**config.mk**
```make
export PLATFORM = sky130hd
export DESIGN_NAME = bus_arbiter
export DESIGN_NICKNAME = d
export VERILOG_FILES = /design/src/rtl/bus_arbiter.sv
export SDC_FILE = /design/constraint.sdc
export NUM_CORES = 1
export LEC_CHECK = 0
export BUFFER_PORTS_ARGS = -buffer_cell sky130_fd_sc_hd__buf_2
export CAP_MARGIN = 20
export CORE_MARGIN = 3
export CORE_UTILIZATION = 51
export CTS_CLUSTER_SIZE = 40
export DETAILED_ROUTE_END_ITERATION = 16
export PLACE_DENSITY = 0.92
export SYNTH_ARGS = -nofsm -noshare
export SYNTH_HDL_FRONTEND = slang
export SYNTH_SLANG_ARGS = --single-unit
```
**constraint.sdc**
```tcl
create_clock -name clk -period 5.2 [get_ports clk]
set_clock_uncertainty 0.2 [all_clocks]
set_input_delay 0.52 -clock clk [delete_from_list [all_inputs] [get_ports clk]]
set_output_delay 0.52 -clock clk [all_outputs]
set_load 0.01 [all_outputs]
```
**src/rtl/bus_arbiter.sv**
```systemverilog
// rtl/bus_arbiter.sv - round-robin arbiter and word mux for the shared internal bus
module bus_arbiter #(
    parameter int N_REQ    = 7,
    parameter int IDX_W    = 3,
    parameter int WIDTH    = 16,
    parameter int HOLD_MAX = 4
) (
    input  logic                   clk,
    input  logic                   reset,
    input  logic [N_REQ-1:0]       req,
    input  logic [N_REQ-1:0]       lock,
    input  logic [N_REQ*WIDTH-1:0] req_data,
    input  logic                   stat_clr,
    output logic [N_REQ-1:0]       grant,
    output logic                   grant_valid,
    output logic [IDX_W-1:0]       owner,
    output logic [WIDTH-1:0]       bus_out,
    output logic                   timeout,
    output logic [15:0]            contention_cnt
);

    localparam int HC_W = (HOLD_MAX > 1) ? $clog2(HOLD_MAX) : 1;
    localparam logic [HC_W-1:0]  HOLD_LAST = HC_W'(HOLD_MAX - 1);
    localparam logic [IDX_W-1:0] LAST_IDX  = IDX_W'(N_REQ - 1);

    typedef enum logic {IDLE, OWN} state_t;

    state_t             state_q, state_d;
    logic [N_REQ-1:0]   grant_q, grant_d;
    logic               grant_valid_q, grant_valid_d;
    logic [IDX_W-1:0]   owner_q, owner_d;
    logic [IDX_W-1:0]   rr_ptr_q, rr_ptr_d;
    logic [HC_W-1:0]    hold_cnt_q, hold_cnt_d;
    logic               timeout_q, timeout_d;
    logic [15:0]        cnt_q, cnt_d;

    logic               held;
    logic               arbitrate;
    logic [IDX_W-1:0]   nxt_ptr;
    logic [IDX_W-1:0]   pick_ptr;
    logic [IDX_W:0]     pick;

    // Returns {found, index}; scanning offsets high-to-low lets the smallest offset win.
    function automatic logic [IDX_W:0] rr_pick(input logic [N_REQ-1:0] r,
                                               input logic [IDX_W-1:0] ptr);
        logic [IDX_W:0]   res;
        logic [IDX_W-1:0] kk;
        int               k;
        res = '0;
        for (int i = N_REQ - 1; i >= 0; i--) begin
            k = int'(ptr) + i;
            if (k >= N_REQ) k = k - N_REQ;
            kk = IDX_W'(k);
            if (r[kk]) res = {1'b1, kk};
        end
        return res;
    endfunction

    always_comb begin
        state_d       = state_q;
        grant_d       = grant_q;
        grant_valid_d = grant_valid_q;
        owner_d       = owner_q;
        rr_ptr_d      = rr_ptr_q;
        hold_cnt_d    = hold_cnt_q;
        timeout_d     = 1'b0;
        cnt_d         = cnt_q;
        arbitrate     = 1'b0;

        held     = req[owner_q] & lock[owner_q];
        nxt_ptr  = (owner_q == LAST_IDX) ? '0 : owner_q + 1'b1;
        pick_ptr = (state_q == OWN) ? nxt_ptr : rr_ptr_q;
        pick     = rr_pick(req, pick_ptr);

        case (state_q)
            IDLE: arbitrate = 1'b1;
            OWN: begin
                if (held && (hold_cnt_q < HOLD_LAST)) begin
                    hold_cnt_d = hold_cnt_q + 1'b1;
                end else begin
                    timeout_d = held;
                    rr_ptr_d  = nxt_ptr;
                    arbitrate = 1'b1;
                end
            end
            default: arbitrate = 1'b1;
        endcase

        // Release and re-grant share one edge, so owners change without an idle bubble.
        if (arbitrate) begin
            hold_cnt_d = '0;
            grant_d    = '0;
            if (pick[IDX_W]) begin
                state_d                 = OWN;
                grant_d[pick[IDX_W-1:0]] = 1'b1;
                owner_d                 = pick[IDX_W-1:0];
                grant_valid_d           = 1'b1;
            end else begin
                state_d       = IDLE;
                owner_d       = '0;
                grant_valid_d = 1'b0;
            end
        end

        if (stat_clr) begin
            cnt_d = '0;
        end else if (($countones(req) > 1) && (cnt_q != 16'hFFFF)) begin
            cnt_d = cnt_q + 16'd1;
        end
    end

    always_ff @(posedge clk or negedge reset) begin
        if (!reset) begin
            state_q       <= IDLE;
            grant_q       <= '0;
            grant_valid_q <= 1'b0;
            owner_q       <= '0;
            rr_ptr_q      <= '0;
            hold_cnt_q    <= '0;
            timeout_q     <= 1'b0;
            cnt_q         <= '0;
        end else begin
            state_q       <= state_d;
            grant_q       <= grant_d;
            grant_valid_q <= grant_valid_d;
            owner_q       <= owner_d;
            rr_ptr_q      <= rr_ptr_d;
            hold_cnt_q    <= hold_cnt_d;
            timeout_q     <= timeout_d;
            cnt_q         <= cnt_d;
        end
    end

    assign grant          = grant_q;
    assign grant_valid    = grant_valid_q;
    assign owner          = owner_q;
    assign timeout        = timeout_q;
    assign contention_cnt = cnt_q;
    assign bus_out        = grant_valid_q ? req_data[owner_q*WIDTH +: WIDTH] : '0;

endmodule

```
==> flow_summary.ini <==
[run_status]
status = completed

[yosys]
ys_top_cells_by_area = dfrtp_1, mux4_2, mux2i_1, nand2_1, o211a_1
yosys.cell_count.top_type = nand2_1
synth-edff-count = 0
synth.top_cell.area_share = 0.1878
async_flop_share = 1.000
synth_cell_type_count = 79
synth_area_per_cell_um2 = 8.523
synth_seq_cells = 33
synth_nets = 663
synth_warnings = 0
netlist_area_um2 = 4398
yosysTopAreaCell = dfrtp_1
yosysSeqAreaShare = 0.1878
synth_ff_type = dfrtp_1
synthTopCellsByCount = nand2_1, nor2_1, dfrtp_1
synthCells = 516

[grt]
grt_pass1_vias = 5019
grtUsageTotal = 0.3134
antenna_found_initial = 0
grt_pass1_wl_mm = 24.97
grt_max_degree = 46
grt-ovfl-total = 0

[detailed_routing]
post_drt_wl_per_cell_um = 19.84
drtPass1Iterations = 5
drtIter0Drc = 409
ant_nets = 0
vias_per_cell = 6.351
drcViolationCount = 0
wirelength_mm = 15.54
via_count = 4973

[clock_tree]
clkLatencyLatePin_ns = 0.28
h-tree-depth = 2
cts_buffers = 5
clk_pin_slew_ns = 0.07
cts_root_buf = clkbuf_8
clock_path_buffers = 2
cts_tree = done
clock-sinks = 33

[worst_setup_path]
required_ns = 5.21
cp-end-kind = flip-flop
crit_type = flip-flop to flip-flop
critPathArrivalTime_ns = 4.93
rr_endpoint = grant[1]$_DFFE_PN0P_
critPathLaunchType = flip-flop
crit_fanout = 12
r2r-start = owner[1]$_DFFE_PN0P_
r2r_slack_ns = 0.28
r2r_cells = 15

[finish]
stdcell_count = 783
drive_above_1_share = 0.3604
final_util = 0.6575
area_delta_synth_final_pct = 24.07
final_nets = 824
fillers = 654

[power_and_ir_drop]
sequentialPowerShare = 0.080
pwr-share-clk = 0.037
internal-power_mw = 2.251
p_comb_frac = 0.883
swShare = 0.5410
ir_worst_vdd_mv = 0.5133
p_switching_mw = 2.653
p_per_area_nw_per_um2 = 898.9
p_leak_nw = 2.641

[place]
dp_cells = 771
dpl.hpwl_mm = 12.19
io_buffers = 172
place.gp.congestion = 1.053

[worst_hold_path]
hold_path.class = primary input to async pin

[die]
start_util = 0.5299
placeableCoreArea_um2 = 8299
rows = 33
pin_count = 173
die_h_um = 98.86
design.die.area_um2 = 9773
die_w_um = 98.86

[sta]
hold_viol_final = 0
maxSlewViolCount = 0
fmax_mhz = 203.2
rsz0062_at_grt = false
worst_slew_pin_slew_ns = 0.7749
setup_violations = 0
period_needed_ns = 4.922
tns_ns = 0
layout_worst_path_cycle_share = 0.9465
slew_headroom = 0.4815

[flow_run]
drv_cap = 0
## critical path, stage by stage, from the launching register on
cell and delay (ns):
dfrtp_2 0.50, or3b_4 0.45, a31oi_4 0.36, inv_2 0.21
ha_1 0.25, inv_1 0.07, fa_1 0.51, nor2b_1 0.19
a21oi_1 0.30, mux2i_1 0.22, mux2i_1 0.10, mux2_2 0.32
a311oi_1 0.38, a32oi_1 0.21, nor2b_1 0.31, a32o_1 0.25
## power by group through the flow
stage | clock network [mW] | logic, mW | registers (mW)
finish | 0.180 | 4.33 | 0.393
global route | 0.196 | 4.67 | 0.401
CTS | 0.184 | 4.17 | 0.390
detailed placement | 0 | 4.14 | 0.392
global placement | 0 | 4.02 | 0.388
floorplan | 0 | 3.13 | 0.391
## layer usage
| layer | global-route usage | part of all wire |
|---|---|---|
| met1 | 0.3856 | 0.38 |
| met2 | 0.5129 | 0.48 |
| met3 | 0.07289 | 0.093 |
| met4 | 0.1586 | 0.048 |
| met5 | 0 | 0 |
## flip-flops by register name (all words and copies together), names as in the netlist
name            cells
contention_cnt     16
grant               7
owner               3
rr_ptr_q            3
hold_cnt_q          2
grant_valid         1
timeout             1
## metrics by stage
step	power (mW)	setup slack, ns	hold WS (ns)	cell area, um^2
after CTS	4.743	0.2626	0.1070	5418
after detailed placement	4.528	0.3278	0.2541	5340
after global placement	4.405	0.5198	0.2294	5340
final	4.905	0.2783	0.09313	5456
after floorplan	3.518	0.7051	0.02441	4398
after global routing	5.270	0.01105	0.1391	5454
## what timing repair did
action / 4_1_cts / 5_1_grt
buffers inserted: 0 / 4
gates resized for setup: 0 / 1
setup endpoints to repair: 0 / 5
hold buffers: 0 / 0
## worst max path at each step
stage,startpoint,endpoint,slack (ns),cells past startpoint
6_report,owner[1]$_DFFE_PN0P_,grant[1]$_DFFE_PN0P_,0.28,15
5_1_grt,owner[1]$_DFFE_PN0P_,grant[1]$_DFFE_PN0P_,0.01,15
4_1_cts,owner[1]$_DFFE_PN0P_,grant[1]$_DFFE_PN0P_,0.26,15
3_5_place_dp,owner[1]$_DFFE_PN0P_,grant[1]$_DFFE_PN0P_,0.33,16
3_3_place_gp,owner[1]$_DFFE_PN0P_,grant[3]$_DFFE_PN0P_,0.52,16
2_1_floorplan,owner[0]$_DFFE_PN0P_,grant[1]$_DFFE_PN0P_,0.71,17
## cells in the final DEF (no fill, tap or decap), drive strengths merged, types with 11 or more instances in the layout
master  instances
mux4           18
mux2i          29
o211a          19
dfrtp          33
nor2           46
nand2b         11
a21oi          20
o211ai         24
nand2          56
ha             14
inv            21
o21ai          22
buf           192
nand3          11
## layout make-up
type / count / area [um^2] / share of cell area
clock inverters: 1 / 5.005 / 0.0009172
flip-flops and latches: 33 / 828.3 / 0.1518
diodes: 1 / 2.502 / 0.0004586
inverters: 21 / 81.33 / 0.01490
multi-input cells: 424 / 3324 / 0.6093
clock buffers: 6 / 72.57 / 0.01330
repair buffers: 192 / 1011 / 0.1853
well taps: 105 / 131.4 / 0.02408
## cells by family (layout without fill, tap and decap cells)
logic type      after synthesis  in the layout  synth area share
other cells                   0              1                 0
buf+inv                      59            220           0.05775
compound gates              152            152            0.2757
xor+xnor                     20             20           0.03983
flops                        33             33            0.1878
simple gates                182            182            0.2071
mux                          52             52            0.1738
fa+ha+maj                    18             18           0.05804
Power figures use the tool's default switching activity.
